==> src/rtl/fp32_norm_pipe.sv <==
// Two-stage FP32 post-add normalizer: S1 registers the operand and its leading-zero
// count, S2 shifts the mantissa so the hidden bit sits at bit 26 and fixes the exponent.
module fp32_norm_pipe #(
  parameter int MAN_W = 28,
  parameter int EXP_W = 8
) (
  input  logic             i_clk,
  input  logic             i_rst,
  input  logic             i_valid,
  output logic             o_ready,
  input  logic             i_sign,
  input  logic [EXP_W-1:0] i_exp,
  input  logic [MAN_W-1:0] i_man,
  output logic             o_valid,
  input  logic             i_ready,
  output logic             o_sign,
  output logic [EXP_W-1:0] o_exp,
  output logic [MAN_W-2:0] o_man,
  output logic             o_zero,
  output logic             o_ovf,
  output logic             o_unf
);

  localparam int NIB = MAN_W / 4;
  localparam int LZW = $clog2(MAN_W + 1);
  localparam logic [EXP_W:0] EXP_MAX = {1'b0, {EXP_W{1'b1}}};

  logic             s1_v_q, s2_v_q;
  logic             s1_load, s2_load;
  logic             s1_sign_q;
  logic [EXP_W-1:0] s1_exp_q;
  logic [MAN_W-1:0] s1_man_q;
  logic [LZW-1:0]   s1_lzc_q;
  logic [LZW-1:0]   lzc_d;

  logic             s2_sign_q, s2_zero_q, s2_ovf_q, s2_unf_q;
  logic [EXP_W-1:0] s2_exp_q;
  logic [MAN_W-2:0] s2_man_q;
  logic             s2_zero_d, s2_ovf_d, s2_unf_d;
  logic [EXP_W-1:0] s2_exp_d;
  logic [MAN_W-2:0] s2_man_d;

  assign s2_load = !s2_v_q || i_ready;
  assign s1_load = !s1_v_q || s2_load;
  assign o_ready = s1_load;

  // {all_zero, count} for one nibble
  function automatic logic [2:0] nib_lzc(input logic [3:0] n);
    logic [2:0] r;
    casez (n)
      4'b1???: r = 3'b000;
      4'b01??: r = 3'b001;
      4'b001?: r = 3'b010;
      4'b0001: r = 3'b011;
      default: r = 3'b100;
    endcase
    return r;
  endfunction

  // Walk from the LSB nibble upwards so the most significant non-zero nibble wins.
  always_comb begin
    logic [2:0] nz;
    lzc_d = LZW'(MAN_W);
    for (int i = NIB - 1; i >= 0; i--) begin
      nz = nib_lzc(i_man[MAN_W-1-4*i -: 4]);
      if (!nz[2]) lzc_d = LZW'(4 * i) + LZW'(nz[1:0]);
    end
  end

  always_comb begin
    logic [EXP_W:0] exp_x;
    logic [EXP_W:0] sh_x;
    logic [EXP_W:0] diff;
    logic [LZW-1:0] sh;
    logic [LZW-1:0] ush;
    s2_zero_d = 1'b0;
    s2_ovf_d  = 1'b0;
    s2_unf_d  = 1'b0;
    s2_exp_d  = '0;
    s2_man_d  = '0;
    exp_x     = {1'b0, s1_exp_q};
    sh        = s1_lzc_q - LZW'(1);
    sh_x      = {{(EXP_W + 1 - LZW){1'b0}}, sh};
    diff      = exp_x - sh_x;
    ush       = (s1_exp_q == '0) ? '0 : LZW'(s1_exp_q - 1'b1);
    if (s1_man_q == '0) begin
      s2_zero_d = 1'b1;
    end else if (s1_man_q[MAN_W-1]) begin
      exp_x = exp_x + 1'b1;
      if (exp_x >= EXP_MAX) begin
        s2_ovf_d = 1'b1;
        s2_exp_d = '1;
      end else begin
        s2_exp_d = exp_x[EXP_W-1:0];
        s2_man_d = {s1_man_q[MAN_W-1:2], |s1_man_q[1:0]};
      end
    end else if (exp_x > sh_x) begin
      s2_exp_d = diff[EXP_W-1:0];
      s2_man_d = s1_man_q[MAN_W-2:0] << sh;
    end else begin
      // Exponent cannot absorb the full shift: denormal, shift only down to exp 1.
      s2_unf_d = 1'b1;
      s2_man_d = s1_man_q[MAN_W-2:0] << ush;
    end
  end

  always_ff @(posedge i_clk or posedge i_rst) begin
    if (i_rst) begin
      s1_v_q    <= 1'b0;
      s1_sign_q <= 1'b0;
      s1_exp_q  <= '0;
      s1_man_q  <= '0;
      s1_lzc_q  <= '0;
      s2_v_q    <= 1'b0;
      s2_sign_q <= 1'b0;
      s2_exp_q  <= '0;
      s2_man_q  <= '0;
      s2_zero_q <= 1'b0;
      s2_ovf_q  <= 1'b0;
      s2_unf_q  <= 1'b0;
    end else begin
      if (s1_load) begin
        s1_v_q <= i_valid;
        if (i_valid) begin
          s1_sign_q <= i_sign;
          s1_exp_q  <= i_exp;
          s1_man_q  <= i_man;
          s1_lzc_q  <= lzc_d;
        end
      end
      if (s2_load) begin
        s2_v_q <= s1_v_q;
        if (s1_v_q) begin
          s2_sign_q <= s1_sign_q;
          s2_exp_q  <= s2_exp_d;
          s2_man_q  <= s2_man_d;
          s2_zero_q <= s2_zero_d;
          s2_ovf_q  <= s2_ovf_d;
          s2_unf_q  <= s2_unf_d;
        end
      end
    end
  end

  assign o_valid = s2_v_q;
  assign o_sign  = s2_sign_q;
  assign o_exp   = s2_exp_q;
  assign o_man   = s2_man_q;
  assign o_zero  = s2_zero_q;
  assign o_ovf   = s2_ovf_q;
  assign o_unf   = s2_unf_q;

endmodule
==> config.mk <==
export PLATFORM = sky130hd
export DESIGN_NAME = fp32_norm_pipe
export DESIGN_NICKNAME = d
export VERILOG_FILES = /design/src/rtl/fp32_norm_pipe.sv
export SDC_FILE = /design/constraint.sdc
export NUM_CORES = 1
export LEC_CHECK = 0
export ABC_CLOCK_PERIOD_IN_PS = 8170
export CAP_MARGIN = 20
export CORE_MARGIN = 2
export CORE_UTILIZATION = 27
export DETAILED_ROUTE_END_ITERATION = 12
export PLACE_DENSITY = 0.53
export RECOVER_POWER = 100
export SLEW_MARGIN = 5
export SYNTH_ARGS = -nofsm -noshare
export SYNTH_HDL_FRONTEND = slang
export SYNTH_SLANG_ARGS = --single-unit
==> constraint.sdc <==
create_clock -name i_clk -period 8.17 [get_ports i_clk]
set_clock_uncertainty 0.1 [all_clocks]
set_input_delay 0.817 -clock i_clk [delete_from_list [all_inputs] [get_ports i_clk]]
set_output_delay 0.817 -clock i_clk [all_outputs]
set_load 0.02 [all_outputs]
==> impl_metrics.env, run 1 <==
export IMPL_area_growth_pct=21.43
export IMPL_fin_util=0.3312
export IMPL_wire_per_inst_um=20.36
export IMPL_grt_pass1_wl_um=33720
export IMPL_hold_class="reg2reg"
export IMPL_netlist_area_mm2=0.006120
export IMPL_dp_hpwl_um=15720
export IMPL_clk_path_buf_depth=2
export IMPL_ys_seq_area_frac=0.3394
export IMPL_end_kind="flop"
export IMPL_syn_inst=707
export IMPL_grt_setup_unrepaired="no"
export IMPL_finalSetupTns_ns=0
export IMPL_vias=5857
export IMPL_insertion_delay_ns=0.35
export IMPL_fin_crit_ns=5.530
export IMPL_synth_mux_area_frac=0.1613
export IMPL_post_drt_via_cell_ratio=5.567
export IMPL_h_tree_depth=3
export IMPL_violations="max-capacitance violations, max-slew violations"
export IMPL_power_density_mw_per_mm2=280.3
export IMPL_p_leak_nw=2.992
export IMPL_routabilityCongestion=0.9256
export IMPL_synth_xor_area_frac=0.02556
export IMPL_crit_fanout=44
export IMPL_cts_sinks=83
export IMPL_drtIter0Drc=614
export IMPL_cts_setup_buffers=0
export IMPL_cts_tree="yes"
export IMPL_grt_use_total=0.1813
export IMPL_grt_util_met1=0.2711
export IMPL_avgSynthCellArea_um2=8.656
export IMPL_post_route_period_util=0.6769
export IMPL_drt_wl_total_um=21420
export IMPL_layout_cells_non_filler=1052
export IMPL_ctsHoldBuffers=0
export IMPL_grt_max_degree=50
export IMPL_drc=0
export IMPL_drtPass1Iterations=5
export IMPL_insertedDiodeCount=0
export IMPL_core_area_mm2=0.02243
export IMPL_ys_types=72
export IMPL_startpoint_type="input port"
export IMPL_initial_core_util=0.2728
export IMPL_synth_fa_ha_area_frac=0.02637
export IMPL_synth_nets=757
export IMPL_ys_seq_elements=83
export IMPL_synth_simple_gate_area_frac=0.1801
export IMPL_grt_met3_usage=0.02718
export IMPL_drive_above_1_share=0.1004
export IMPL_hold_viol=0
export IMPL_io_buffer_count=81
export IMPL_busiest_layer="met1"
export IMPL_cts_resized=0
export IMPL_synth_compound_area_frac=0.2198
export IMPL_async_flop_share=1.000
export IMPL_grt_pass1_vias=5580
export IMPL_pin_count=82
export IMPL_worst_slew_pin_slew_ns=2.548
export IMPL_synth_top_family_by_area="compound AO/OA/AOI/OAI gates"
export IMPL_cts_buffers=9
export IMPL_max_freq_mhz=180.8
export IMPL_dpl_worst_slack_ns=3.310
export IMPL_cts_root_buffer="clkbuf_16"
export IMPL_die_h_um=154.6
export IMPL_synth_edf_count=0
export IMPL_drv_slew=131
export IMPL_setup_ws_ns=2.640
export IMPL_gr_usage_met2=0.2640
export IMPL_ir_drop_v=0.0001414
export IMPL_dp_cells=1036
export IMPL_cp_required_ns=8.29
export IMPL_ys_warnings_count=0
export IMPL_setup_violations=0
export IMPL_die_area_mm2=0.02389
export IMPL_gr_total_overflow=0
export IMPL_ant_nets=0
export IMPL_fin_nets=813
export IMPL_antenna_found_initial=0
export IMPL_critical_path_class="in2reg"
export IMPL_critPathArrivalTime_ns=5.65
export IMPL_relSlewSlack=-0.6987
export IMPL_die_w_um=154.6
export IMPL_rows=55
export IMPL_outcome="finished with violations"
export IMPL_clk_pin_slew_ns=0.06
export IMPL_synth_top_flop_cell="dfrtp_1"
export IMPL_maxCapViolCount=3
## metal layers
metal  vias up  share of wire
li1       2740              -
met1      2847           0.48
met2       239           0.43
met3        31          0.066
met4         0          0.022
met5         -              0
## registers in the layout, summed over array words and instances (netlist names)
register / cells
o_exp: 8
s1_man_q: 28
s1_sign_q: 1
o_unf: 1
o_valid: 1
s1_lzc_q: 5
o_ovf: 1
o_man: 27
s1_exp_q: 8
o_sign: 1
s1_v_q: 1
o_zero: 1
## synthesized netlist by cell type, drive strengths merged (4+ instances only)
master	count	area share
nand2	85	0.053
a31oi	8	0.0082
clkbuf	36	0.022
a32oi	4	0.0057
o211ai	6	0.0074
nor3	18	0.017
buf	10	0.011
maj3	4	0.0067
nor2	61	0.037
o22ai	5	0.0051
a221oi	7	0.011
nor4	14	0.014
ha	8	0.016
a21oi	46	0.038
a22oi	13	0.016
and3	5	0.0051
dfrtp	83	0.34
mux2	43	0.079
inv	22	0.013
o21ai	44	0.036
a221o	8	0.013
xnor2	12	0.018
xor2	5	0.0072
nand4	5	0.0051
a211oi	17	0.021
nand2b	8	0.0082
a22o	4	0.0057
mux2i	49	0.082
nand3	19	0.016
## placed cells by master, fill, tap and decap left out, types with 5 or more instances in the layout
cell,n
a211oi_1,17
dlygate4sd3_1,44
and3_1,5
ha_1,8
a21oi_1,46
xor2_1,5
nor3_1,17
nand2b_1,8
nor2_1,61
a221o_1,8
nand3_1,19
buf_4,6
a221oi_1,6
clkdlybuf4s50_1,37
nand4_1,5
o211ai_1,6
clkbuf_16,9
mux2i_1,48
a31oi_1,8
o21ai_0,43
nor4_1,14
xnor2_1,11
nand2_1,84
dfrtp_1,83
a22oi_1,13
mux2_2,43
inv_1,21
o22ai_1,5
## worst paths after layout
| check | cells past startpoint | slack, ns | to | startpoint |
|---|---|---|---|---|
| max | 10 | 2.64 | o_man[24] | i_ready |
| min | 2 | 0.37 | o_exp[1] | o_exp[1] |
| max reg2reg | 15 | 3.23 | o_man[17] | s1_lzc_q[0] |
| min reg2reg | 2 | 0.37 | o_exp[1] | o_exp[1] |
| max in group asynchronous | 3 | 3.62 | s1_man_q[27] | i_rst |
| min in group asynchronous | 2 | 1.30 | s1_exp_q[6] | i_rst |
## power by group
group          switching [mW]  internal [mW]  total, mW
combinational           0.627          0.426       1.05
clock                   0.171          0.233      0.404
sequential              0.126          0.501      0.627
total                   0.923           1.16       2.08
## kinds of logic after synthesis
family                     after synthesis
xor gates and xnor gates                17
adders and majority gates               13
buffers and inverters                   70
AOI/OAI and AO/OA                      197
and+or+nand+nor                        235
muxes                                   92
DFF                                     83
## cell type report
cell class / count / area [um2]
inverter: 24 / 91.34
clock buffer: 9 / 225.2
fill: 2390 / 15000
multi-input combinational: 554 / 3752
timing repair buffer: 91 / 870.8
clock inverter: 6 / 57.56
sequential: 83 / 2077
tap: 285 / 356.6
## critical path: stages
cell	delay (ns)
dlygate4sd3_1	0.54
nand2b_1	0.18
nand2_1	0.08
clkbuf_1	1.59
nor2_1	0.68
nand2_1	0.73
nor2_1	0.08
clkbuf_1	0.40
a221oi_1	0.41
nand3_1	0.11
## metrics by stage
step                instance area, um2  hold slack (ns)  total power [mW]
CTS                               7441           0.3834             2.106
finish                            7431           0.3689             2.083
floorplan                         6120           0.3750             1.314
global route                      7431           0.3947             2.207
global placement                  7158           0.3660             1.697
detailed placement                7158           0.3692             1.695
Power figures use the tool's default switching activity.
==> run 2, diff against run 1 <==
--- a/config.mk
+++ b/config.mk
@@ -5,12 +5,12 @@
 export SDC_FILE = /design/constraint.sdc
 export NUM_CORES = 1
 export LEC_CHECK = 0
-export ABC_CLOCK_PERIOD_IN_PS = 8170
+export ABC_CLOCK_PERIOD_IN_PS = 4900
 export CAP_MARGIN = 20
 export CORE_MARGIN = 2
 export CORE_UTILIZATION = 27
 export DETAILED_ROUTE_END_ITERATION = 12
-export PLACE_DENSITY = 0.53
+export PLACE_DENSITY = 0.55
 export RECOVER_POWER = 100
 export SLEW_MARGIN = 5
 export SYNTH_ARGS = -nofsm -noshare
==> constraint.sdc (replaced) <==
create_clock -name i_clk -period 4.9 [get_ports i_clk]
set_clock_uncertainty 0.1 [all_clocks]
set_input_delay 0.49 -clock i_clk [delete_from_list [all_inputs] [get_ports i_clk]]
set_output_delay 0.49 -clock i_clk [all_outputs]
set_load 0.02 [all_outputs]
==> run 2 against run 1 <==
Compared with the run above: largest power group unchanged; flip-flop and latch count unchanged; global-route usage up 0.46 points; the flow still finishes with violations (max-capacitance violations, max-slew violations); utilization up 0.76 points; clock power up 86%; first-iteration DRC count up 4.9%; combinational power up 73%; critical path depth up 4; die area unchanged; critical endpoint is now o_man[26]; sequential power up 66%; setup slack worse by 2.4 ns; sequential share of layout area down 0.63 points.
==> impl_metrics.env, run 2 (synthesized netlist as in run 1, its figures left out) <==
export IMPL_hold_class="reg2reg"
export IMPL_power_switching_mw=1.574
export IMPL_vias=5957
export IMPL_drc=0
export IMPL_rrSetupSlack_ns=0.20
export IMPL_p_leak_nw=3.087
export IMPL_critical_path_class="reg2reg"
export IMPL_largest_register="s1_man_q"
export IMPL_ir_drop_v=0.0001885
export IMPL_outcome="finished with violations"
export IMPL_drt_wl_total_um=22030
export IMPL_grt_max_degree=50
export IMPL_insertedDiodeCount=0
export IMPL_grt_use_total=0.1859
export IMPL_setup_violations=0
export IMPL_slowest_stage="and2_1"
export IMPL_h_tree_depth=3
export IMPL_crit_chain="inv_1 > ha_1 > xnor2_1 > ha_1 > nor2b_1 > o21a_1 > maj3_2 > a221oi_1 > and2_1 > nor2_2 > a22o_1 > a211o_1 > a21o_1 > a22oi_1"
export IMPL_end_kind="flop"
export IMPL_fin_util=0.3388
export IMPL_clk_path_buf_depth=2
export IMPL_cts_tree="yes"
export IMPL_power_share_clock=0.208
export IMPL_rows=55
export IMPL_drtPass1Iterations=5
export IMPL_crit_path_frequent_cell="ha_1"
export IMPL_grt_setup_unrepaired="no"
export IMPL_maxCapViolCount=3
export IMPL_hold_path_depth=2
export IMPL_gr_usage_met2=0.2698
export IMPL_dpl_worst_slack_ns=0.2825
export IMPL_dp_cells=1052
export IMPL_ctsHoldBuffers=0
export IMPL_pin_count=82
export IMPL_busiest_layer="met1"
export IMPL_power_density_mw_per_mm2=475.4
export IMPL_p_seq_frac=0.289
export IMPL_critPathArrivalTime_ns=4.88
export IMPL_cts_resized=0
export IMPL_max_freq_mhz=212.6
export IMPL_cts_buffers=9
export IMPL_reg2reg_to="o_man[26]"
export IMPL_combPwrFrac=0.504
export IMPL_antenna_found_initial=0
export IMPL_initial_core_util=0.2728
export IMPL_path_buf_inv=1
export IMPL_wire_per_inst_um=20.63
export IMPL_grt_pass1_wl_um=34240
export IMPL_dp_hpwl_um=16340
export IMPL_whs_ns=0.3697
export IMPL_gr_total_overflow=0
export IMPL_rr_startpoint="s1_lzc_q[0]"
export IMPL_sw_frac_of_total=0.4356
export IMPL_routabilityCongestion=0.9550
export IMPL_internal_power_mw=2.039
export IMPL_die_area_mm2=0.02389
export IMPL_placed_area_mm2=0.007303
export IMPL_drv_slew=132
export IMPL_layout_cells_non_filler=1068
export IMPL_fin_crit_ns=4.703
export IMPL_cts_root_buffer="clkbuf_16"
export IMPL_seq_area_mm2=0.002077
export IMPL_finalSetupTns_ns=0
export IMPL_layout_common_cells="nand2_1 (84), dfrtp_1 (83), nor2_1 (60)"
export IMPL_post_route_period_util=0.9598
export IMPL_cts_setup_buffers=0
export IMPL_fin_area_mm2=0.007601
export IMPL_grt_met3_usage=0.03474
export IMPL_ant_nets=0
export IMPL_critPathMaxStageDelay_ns=0.66
export IMPL_area_growth_pct=24.21
export IMPL_relSlewSlack=-0.4132
export IMPL_final_common_cell="nand2_1"
export IMPL_core_area_mm2=0.02243
export IMPL_insertion_delay_ns=0.35
export IMPL_worst_slew_pin_slew_ns=2.120
export IMPL_io_buffer_count=81
export IMPL_r2r_cells=14
export IMPL_cts_sinks=83
export IMPL_violations="max-capacitance violations, max-slew violations"
export IMPL_hold_viol=0
export IMPL_cp_top_family="compound AO/OA/AOI/OAI gates"
export IMPL_die_w_um=154.6
export IMPL_drive_above_1_share=0.1175
export IMPL_hp_start="o_exp[1]"
export IMPL_multi_input_area_mm2=0.003750
export IMPL_fin_nets=828
export IMPL_cp_required_ns=5.07
export IMPL_post_drt_via_cell_ratio=5.578
export IMPL_grt_pass1_vias=5718
export IMPL_startpoint_type="flop"
export IMPL_setup_ws_ns=0.1969
export IMPL_largest_reg_flops=28
export IMPL_grt_util_met1=0.2722
export IMPL_fillers=2375
export IMPL_die_h_um=154.6
export IMPL_clk_pin_slew_ns=0.07
export IMPL_hold_path_endpoint="o_exp[1]"
export IMPL_drtIter0Drc=644
export IMPL_power_total_mw=3.613
export IMPL_crit_fanout=15
## run 2: cell types whose count changed in the layout (fill, tap and decap cells not counted), sizes merged
cell	change
clkdlybuf4s50	+1
dlygate4sd3	-1
clkinv	-1
buf	+14
bufinv	+1
clkbuf	+2
## run 2: power groups by stage
| stage | Clock, mW | Combinational (mW) | Sequential, mW |
|---|---|---|---|
| floorplan | 0 | 1.11 | 1.08 |
| CTS | 0.766 | 1.85 | 1.05 |
| global route | 0.795 | 1.95 | 1.06 |
| detailed placement | 0 | 1.85 | 1.06 |
| finish | 0.750 | 1.82 | 1.04 |
| global placement | 0 | 1.85 | 1.06 |
## run 2: layout make-up
class | instances | area share
clock buffers | 10 | 0.03012
clock inverters | 6 | 0.01185
multi-input cells | 554 | 0.4933
well taps | 285 | 0.04691
flip-flops and latches | 83 | 0.2733
repair buffers | 106 | 0.1325
inverters | 24 | 0.01202
## run 2: how the worst max path moves through the flow
stage,start,end,cells past startpoint
4_1_cts,s1_lzc_q[0],o_man[26],14
6_report,s1_lzc_q[0],o_man[26],14
3_3_place_gp,s1_lzc_q[0],o_man[26],14
5_1_grt,s1_lzc_q[0],o_man[26],14
2_1_floorplan,s1_exp_q[0],o_man[19],16
3_5_place_dp,s1_lzc_q[0],o_man[24],14
## run 2: per-layer routing
layer | share of wire | vias up
li1 | - | 2782
met1 | 0.47 | 2871
met2 | 0.43 | 266
met3 | 0.075 | 38
met4 | 0.028 | 0
met5 | 0 | -
## run 2: tightest hold or removal path, delay by kind of cell (launching register included)
family | cells | cell delay, ns
AND/OR/NAND/NOR | 2 | 0.10
flip-flops | 1 | 0.34
==> run 3, diff against run 2 <==
--- a/config.mk
+++ b/config.mk
@@ -6,10 +6,11 @@
 export NUM_CORES = 1
 export LEC_CHECK = 0
 export ABC_CLOCK_PERIOD_IN_PS = 4900
-export CAP_MARGIN = 20
+export CAP_MARGIN = 15
 export CORE_MARGIN = 2
 export CORE_UTILIZATION = 27
 export DETAILED_ROUTE_END_ITERATION = 12
+export GPL_TIMING_DRIVEN = 0
 export PLACE_DENSITY = 0.55
 export RECOVER_POWER = 100
 export SLEW_MARGIN = 5
==> run 3 against run 2 <==
Compared with the run above: the flow still finishes with violations (max-capacitance violations, max-slew violations); wire length up 6.4%; sequential power decreased by 4%; die area is the same; sequential share of layout area is 0.30 points lower; cell count rose by 2.1%; non-clock buffer count up 23; setup slack better by 0.12 ns; cell area increased by 1.2%; clock power fell by 0.5%; critical path type unchanged; largest cell class unchanged; highest routed layer unchanged.
==> impl_metrics.env, run 3 (synthesized netlist as in run 1, its figures left out) <==
export IMPL_slowest_stage="dfrtp_2"
export IMPL_violations="max-capacitance violations, max-slew violations"
export IMPL_worst_slew_pin_slew_ns=1.746
export IMPL_cp_required_ns=5.03
export IMPL_critPathMaxStageDelay_ns=0.44
export IMPL_hold_class="reg2reg"
export IMPL_crit_fanout=10
export IMPL_outcome="finished with violations"
export IMPL_drt_wl_total_um=23440
export IMPL_largest_register="s1_man_q"
export IMPL_antenna_found_initial=0
export IMPL_fin_nets=851
export IMPL_grt_max_degree=50
export IMPL_final_common_cell="nand2_1"
export IMPL_die_area_mm2=0.02389
export IMPL_hold_viol=0
export IMPL_power_density_mw_per_mm2=479.2
export IMPL_routabilityCongestion=1.013
export IMPL_drv_slew=35
export IMPL_crit_chain="inv_1 > ha_1 > inv_1 > fa_1 > nor2b_1 > o21ai_0 > maj3_1 > o21a_1 > buf_2 > mux2_2 > clkbuf_2 > a21oi_1 > a32oi_1 > o21ai_1 > mux2_2 > a22oi_1"
export IMPL_drive_above_1_share=0.1193
export IMPL_path_buf_inv=4
export IMPL_drtPass1Iterations=8
export IMPL_maxCapViolCount=1
export IMPL_core_area_mm2=0.02243
export IMPL_clk_path_buf_depth=2
export IMPL_die_w_um=154.6
export IMPL_ant_nets=0
export IMPL_cts_sinks=83
export IMPL_setup_violations=0
export IMPL_grt_pass1_wl_um=36650
export IMPL_cts_tree="yes"
export IMPL_largest_reg_flops=28
export IMPL_vias=6125
export IMPL_pin_count=82
export IMPL_relSlewSlack=-0.1707
export IMPL_end_kind="flop"
export IMPL_max_freq_mhz=218.2
export IMPL_ir_drop_v=0.0001743
export IMPL_area_growth_pct=25.66
export IMPL_insertion_delay_ns=0.36
export IMPL_insertedDiodeCount=0
export IMPL_p_leak_nw=3.101
export IMPL_layout_common_cells="nand2_1 (84), dfrtp_1 (82), nor2_1 (60)"
export IMPL_drc=0
export IMPL_cts_root_buffer="clkbuf_16"
export IMPL_dp_hpwl_um=17940
export IMPL_wire_per_inst_um=21.50
export IMPL_io_buffer_count=81
export IMPL_post_drt_via_cell_ratio=5.619
export IMPL_critPathArrivalTime_ns=4.72
export IMPL_dpl_worst_slack_ns=0.06983
export IMPL_fillers=2359
export IMPL_setup_ws_ns=0.3160
export IMPL_power_total_mw=3.685
export IMPL_die_h_um=154.6
export IMPL_critical_path_class="reg2reg"
export IMPL_fin_crit_ns=4.584
export IMPL_post_route_period_util=0.9355
export IMPL_drtIter0Drc=585
export IMPL_rows=55
export IMPL_h_tree_depth=3
export IMPL_grt_pass1_vias=6166
export IMPL_grt_use_total=0.1998
export IMPL_gr_total_overflow=0
export IMPL_grt_setup_unrepaired="no"
export IMPL_startpoint_type="flop"
export IMPL_cp_top_family="adder cells"
export IMPL_initial_core_util=0.2728
export IMPL_cts_buffers=9
export IMPL_clk_pin_slew_ns=0.06
[run 3: cell types whose count changed in the layout (fill, tap and decap cells not counted), sizes merged]
| cell | previous run | this run |
|---|---|---|
| dlygate4sd3 | 43 | 44 |
| clkbuf | 15 | 48 |
| clkinv | 5 | 4 |
| buf | 20 | 10 |
| clkdlybuf4s50 | 38 | 37 |
[run 3: path summary, 6_finish.rpt]
check,from,endpoint,slack (ns),cells after the start
worst max-delay path,s1_lzc_q[0],o_man[26],0.32,16
worst min-delay path,o_man[1],o_man[1],0.37,2
worst max register to register,s1_lzc_q[0],o_man[26],0.32,16
worst min register to register,o_man[1],o_man[1],0.37,2
max in group asynchronous,i_rst,o_man[7],2.90,3
min in group asynchronous,i_rst,s1_exp_q[5],0.93,2
[run 3: area by class of cell]
class / count / area, um2 / share of cell area
flip-flops and latches: 83 / 2078 / 0.2703
plain buffers: 45 / 206.4 / 0.02685
inverters: 24 / 91.34 / 0.01188
clock inverters: 5 / 77.57 / 0.01009
repair buffers: 84 / 850.8 / 0.1106
clock buffers: 10 / 239.0 / 0.03108
well taps: 285 / 356.6 / 0.04637
multi-input cells: 554 / 3790 / 0.4928
[run 3: repair_timing]
action                                  4_1_cts  5_1_grt
resized for setup                             0       20
setup buffers                                 0        2
endpoints found under the setup margin        0       27
hold buffers                                  0        0
[run 3: power breakdown]
group / total (mW) / internal (mW) / switching (mW)
combinational: 1.94 / 0.754 / 1.18
sequential: 1.00 / 0.836 / 0.166
clock: 0.746 / 0.456 / 0.290
[run 3: through the flow]
step / cell area, um2 / utilization / TNS, ns / cells / hold slack (ns)
after global routing: 7690 / 0.3428 / 0 / 1090 / 0.3983
after detailed placement: 7317 / 0.3262 / 0 / 1074 / 0.3707
after floorplan: 6120 / - / 0 / 707 / 0.3750
final: 7690 / 0.3428 / 0 / 1090 / 0.3705
after global placement: 7287 / 0.3248 / -0.02587 / 1073 / 0.3651
after CTS: 7634 / 0.3403 / 0 / 1089 / 0.3844
[run 3: per-layer routing]
metal / routed length (um) / part of all wire / track usage
met4: 666 / 0.028 / 0.07187
met1: 10810 / 0.46 / 0.2807
met3: 1799 / 0.077 / 0.04511
met2: 10160 / 0.43 / 0.3008
met5: 0 / 0 / 0
[run 3: worst register-to-register path, delay by kind of cell (launching register included)]
family / cells / cell delay (ns)
fa+ha+maj: 3 / 1.24
compound gates: 6 / 1.14
simple gates: 1 / 0.21
mux: 2 / 0.63
flops: 1 / 0.44
buf+inv: 4 / 0.69
==> variant 1 (settings of run 3) <==
Register the output `o_ovf` once more, cleared by the reset; this adds one clock of latency there. The other outputs are not delayed to match.
--- a/src/rtl/fp32_norm_pipe.sv
+++ b/src/rtl/fp32_norm_pipe.sv
@@ -148,5 +148,11 @@
   assign o_man   = s2_man_q;
   assign o_zero  = s2_zero_q;
-  assign o_ovf   = s2_ovf_q;
+  always_ff @(posedge i_clk or posedge i_rst) begin
+    if (i_rst) begin
+      o_ovf <= '0;
+    end else begin
+      o_ovf <= s2_ovf_q;
+    end
+  end
   assign o_unf   = s2_unf_q;
 
Check against the original RTL: not equivalent (Yosys sat finds a counterexample within 4 cycles, from zero or initial values and one cycle with i_rst high).
==> variant 1 against run 3 <==
  * The run still ends with max-capacitance violations, max-slew violations left
  * Fmax decreased by 2.6%
  * Power increased by 2.3%
  * Sequential cell count increased by 1
  * Clock power increased by 5.2%
  * Worst setup slack got worse by 0.12 ns
  * Cell area increased by 1.0%
  * Area after synthesis increased by 0.41%
  * Cell count increased by 0.28%
  * First-iteration DRC count decreased by 5.8%
  * Utilization increased by 0.24 points
  * Global-route usage increased by 0.75 points
  * Routed wire length increased by 4.3%
  * Largest cell class unchanged
==> variant 1: results (changes against run 3) <==
| Metric | Value |
|---|---|
| Hold path startpoint | `s2_ovf_q$_DFFE_PP0P_` |
| Syn_nets | `758 (+0.13%)` |
| DRT Pass-1 Iters | `6 (-2)` |
| LEAKAGE | `3.139 nW (+1.2%)` |
| Post-Place Worst Slack | `-0.2077 ns (-0.2775 ns)` |
| First-pass GRT wire length | `37.52 mm (+2.4%)` |
| GPL Wtd Cong | `0.9976 (-1.5%)` |
| Layout cells sized above 1 | `0.1287 (+0.009458)` |
| Max_slew headroom | `-0.1212 (+0.04948)` |
| Failing checks | `max-capacitance violations, max-slew violations` |
| Worst Hold Depth | `0 (-2)` |
| Dpl hpwl | `18.57 mm (+3.5%)` |
| Arr. time, crit path | `4.85 ns (+0.13 ns)` |
| Max cap viols | `1 (unchanged)` |
| R2r endpoint | `o_man[17]$_DFFE_PP0P_` |
| Outcome | `complete, but fails checks` |
| Net count reported at finish | `853 (+0.24%)` |
| Hold Crit Endpoint | `o_ovf$_DFF_PP0_` |
| Gr usage total | `0.2073 (+0.007545)` |
| Slowest CP cell | `maj3_1` |
| Largest cells by area after synthesis | `dfrtp_1 (34%), mux2_2 (7.9%), mux2i_1 (7.8%)` |
| Reg clk slew, reported paths | `0.07 ns` |
| R2R setup slack | `0.19 ns (-0.12 ns)` |
| Pin count of the biggest net entering global routing | `52 (+4.0%)` |
| Vias/cell | `5.586 (-0.60%)` |
| CP peak stage delay | `0.47 ns (+0.03 ns)` |
| Final slew viol count | `34 (-2.9%)` |
| Synth top cells by count | `dfrtp_1 (84), nand2_1 (84), nor2_1 (61)` |
| Maximum VDD drop | `0.1718 mV (-1.4%)` |
-- variant 1: changes by cell type after synthesis --
cell,change
dfrtp_1,+1
-- variant 1: cell type report --
class                   count  area (sq um)
plain buffers              45         209.0
well taps                 285         356.6
multi-input cells         554          3810
inverters                  24         91.34
clock buffers              12         266.5
repair buffers             85         860.8
flip-flops and latches     84          2103
fillers                  2347         14740
clock inverters             4         70.07
-- variant 1: per-layer routing --
metal  track usage  share of wire
met1        0.2886           0.46
met2        0.3170           0.43
met3       0.03844          0.073
met4       0.08598          0.032
met5             0              0
-- variant 1: worst max path at each step --
stage | startpoint | to | depth (start not counted) | slack [ns]
after floorplan | s1_exp_q[0]$_DFFE_PP0P_ | o_man[19]$_DFFE_PP0P_ | 16 | 0.96
after global placement | s1_exp_q[0]$_DFFE_PP0P_ | o_man[0]$_DFFE_PP0P_ | 13 | -0.16
after detailed placement | s1_exp_q[0]$_DFFE_PP0P_ | o_man[0]$_DFFE_PP0P_ | 13 | -0.21
after CTS | s1_lzc_q[0]$_DFFE_PP0P_ | o_man[21]$_DFFE_PP0P_ | 16 | 0.008
after global routing | s1_lzc_q[0]$_DFFE_PP0P_ | o_man[12]$_DFFE_PP0P_ | 17 | 0.03
final | s1_lzc_q[0]$_DFFE_PP0P_ | o_man[17]$_DFFE_PP0P_ | 16 | 0.19
-- variant 1: through the flow --
step / area (sq um) / std cells / hold slack [ns]
6_report: 7767 / 1093 / 0.2844
5_1_grt: 7767 / 1093 / 0.2985
4_1_cts: 7696 / 1090 / 0.2940
3_5_place_dp: 7342 / 1075 / 0.2792
3_3_place_gp: 7312 / 1074 / 0.2722
2_1_floorplan: 6145 / 708 / 0.2535
-- variant 1: cells by family (layout without fill, tap and decap cells) --
logic type / count (synthesis) / in the layout / synth area share
AO/OA/AOI/OAI: 197 / 197 / 0.2189
adder cells (fa/ha/maj): 13 / 13 / 0.02627
flip-flops: 84 / 84 / 0.3421
buffers and inverters: 70 / 170 / 0.04724
multiplexers: 92 / 92 / 0.1607
AND/OR/NAND/NOR: 235 / 235 / 0.1794
XOR/XNOR: 17 / 17 / 0.02545
-- variant 1: power by group --
group | switching, mW | leakage [nW] | internal (mW)
Sequential | 0.166 | 1.03 | 0.844
Clock | 0.298 | 0.169 | 0.487
Combinational | 1.21 | 1.94 | 0.763
Total | 1.68 | 3.14 | 2.09
-- variant 1: what timing repair did --
action,CTS,global route
pin swaps,0,0
setup endpoints to repair,13,25
gates resized for setup,5,22
setup buffers,0,3
-- variant 1: critical path: cells and delay by family, from the launching register on --
kind                     cells  cell delay (ns)
AO/OA/AOI/OAI                6             1.33
adder cells (fa/ha/maj)      3             1.30
buffers and inverters        5             1.03
flip-flops                   1             0.44
AND/OR/NAND/NOR              2             0.35
==> variant 2 (flow settings as in run 3) <==
Without the edit above. Set the parameter `MAN_W` to 56 (it was 28).
--- a/src/rtl/fp32_norm_pipe.sv
+++ b/src/rtl/fp32_norm_pipe.sv
@@ -2,5 +2,5 @@
 // count, S2 shifts the mantissa so the hidden bit sits at bit 26 and fixes the exponent.
 module fp32_norm_pipe #(
-  parameter int MAN_W = 28,
+  parameter int MAN_W = 56,
   parameter int EXP_W = 8
 ) (
Ports: changed (resized i_man and o_man); port bits go from 82 to 138. The function was not compared with the original's and may differ.
==> variant 2 against run 3 <==
  * The run still ends with max-capacitance violations, max-slew violations left
  * Sequential power up 81%
  * Count of clock-buffer cells in the layout increased by 9
  * Synthesized cell count up 63%
  * Global-route usage grew 5.6 points
  * Area after synthesis grew 70%
  * Power up 110%
  * Sequential cell count rose by 57
  * First-iteration DRC count is 98% higher
  * Worst hold slack worse by 0.0057 ns
  * Routed wire length rose by 120%
  * Worst setup slack lost 0.27 ns
  * Critical path type unchanged
  * Cell area up 73%
==> variant 2: results (changes against run 3) <==
| Metric | Value |
|---|---|
| Outcome | `complete, but fails checks` |
| Failing checks | `max-capacitance violations, max-slew violations` |
| Antenna violations before repair | `2 (+2)` |
| Gr usage total | `0.2556 (+0.05584)` |
| Wire per inst | `28.37 um (+32%)` |
| Max cap viols | `1 (unchanged)` |
| Arr. time, crit path | `5.05 ns (+0.33 ns)` |
| DRT Pass-1 Iters | `6 (-2)` |
| Port bufs | `137 (+69%)` |
| Worst-Skew Late Latency | `0.46 ns (+0.10 ns)` |
| CTS root buf | `clkbuf_16` |
| Final slew viol count | `75 (+110%)` |
| CP delay by family, top | `compound AO/OA/AOI/OAI gates` |
| DR iter-0 viols | `1158 (+98%)` |
| Biggest register | `s1_man_q` |
| Routed wire length | `51.98 mm (+120%)` |
| Synth top cells by count | `mux2i_1 (155), dfrtp_1 (140), nand2_1 (126)` |
| Number of flip-flops in the largest register | `56 (+100%)` |
| Slowest CP cell | `dfrtp_1` |
| Vias/cell | `5.851 (+4.1%)` |
| First-pass GRT wire length | `75.38 mm (+110%)` |
| Syn_nets | `1230 (+62%)` |
| Dpl hpwl | `41.49 mm (+130%)` |
| Dpl cells | `1799 (+68%)` |
| Largest cells by area after synthesis | `dfrtp_1 (34%), mux2i_1 (15%), mux2_2 (9.1%)` |
| CP Max Fanout | `10 (unchanged)` |
| CP peak stage delay | `0.40 ns (-0.04 ns)` |
| Maximum VDD drop | `0.3388 mV (+94%)` |
| Distinct cells, synth | `68 (-5.6%)` |
| Worst-Margin Slew | `2.849 ns (+1.103 ns)` |
| Sequential fraction of the synthesis area | `0.3361 (-0.003264)` |
| Via count of the first global-routing pass | `10620 (+72%)` |
| Pin count of the biggest net entering global routing | `75 (+50%)` |
| R2r worst-path depth | `18 (+2)` |
| Number of buffers created by CTS | `17 (+8)` |
| LEAKAGE | `5.579 nW (+80%)` |
| Avg Synthesized Cell Area | `9.071 sq um (+4.8%)` |
| GPL Wtd Cong | `1.020 (+0.66%)` |
| Net count reported at finish | `1389 (+63%)` |
| H-Tree Depth | `4 (+1)` |
-- variant 2: changes by cell type after synthesis, moves of 12 or more --
cell             run 3  this run
a22oi_1             13        31
dfrtp_1             83       140
mux2_2              43        84
mux2i_1             48       155
nand2_1             84       126
nor2_1              61        83
nor3_1              17        30
o21ai_0             43        71
o221ai_1             2        14
-- variant 2: cells by family after synthesis --
family                     Yosys count  synth area share
buffers and inverters               98           0.04106
xor gates and xnor gates            15           0.01261
and+or+nand+nor                    336            0.1481
muxes                              244            0.2497
AOI/OAI and AO/OA                  304            0.1972
DFF                                140            0.3361
adders and majority gates           12           0.01513
-- variant 2: worst paths after layout --
| path | start | to | slack [ns] |
|---|---|---|---|
| max | s1_lzc_q[0]$_DFFE_PP0P_ | o_man[52]$_DFFE_PP0P_ | 0.04 |
| min | o_sign$_DFFE_PP0P_ | o_sign$_DFFE_PP0P_ | 0.36 |
| max reg2reg | s1_lzc_q[0]$_DFFE_PP0P_ | o_man[52]$_DFFE_PP0P_ | 0.04 |
| min reg2reg | o_sign$_DFFE_PP0P_ | o_sign$_DFFE_PP0P_ | 0.36 |
| max in group asynchronous | i_rst | s1_man_q[13]$_DFFE_PP0P_ | 0.93 |
| min in group asynchronous | i_rst | o_man[2]$_DFFE_PP0P_ | 1.40 |
-- variant 2: final cells by class --
class	instances	area (sq um)
buffer	77	406.6
clock buffer	19	452.9
clock inverter	13	180.2
fill	4009	24510
inverter	21	78.83
multi-input combinational	911	6675
sequential	140	3505
tap	511	639.4
timing repair buffer	140	1398
-- variant 2: where the power goes --
part / internal [mW] / switching, mW
registers: 1.43 / 0.381
clock network: 0.840 / 0.584
logic: 1.64 / 2.80
total: 3.91 / 3.76
-- variant 2: per-stage QoR --
step	hold WS [ns]	util	worst slack, ns	TNS, ns	instance area, sq um
5_1_grt	0.4002	0.3524	-0.01124	-0.02167	13340
3_3_place_gp	0.3637	0.3285	-1.712	-263.74	12430
6_report	0.3648	0.3524	0.04319	0	13340
3_5_place_dp	0.3649	0.3300	-0.8714	-17.46	12490
2_1_floorplan	0.3331	-	0.5571	0	10420
4_1_cts	0.3779	0.3502	-0.008639	-0.02177	13250
-- variant 2: repair_timing --
action,CTS,global route
resized for setup,41,28
hold buffers,0,0
pin swaps,0,0
buffers inserted,0,1
cloned,0,0
endpoints found under the setup margin,46,41
-- variant 2: per-layer routing --
metal	vias to the layer above	global-route usage	share of wire	wire (um)
li1	4668	-	-	-
met1	5362	0.3496	0.44	22970
met2	578	0.3881	0.43	22600
met3	107	0.05731	0.081	4219
met4	4	0.1074	0.042	2162
met5	-	0	0.00054	28
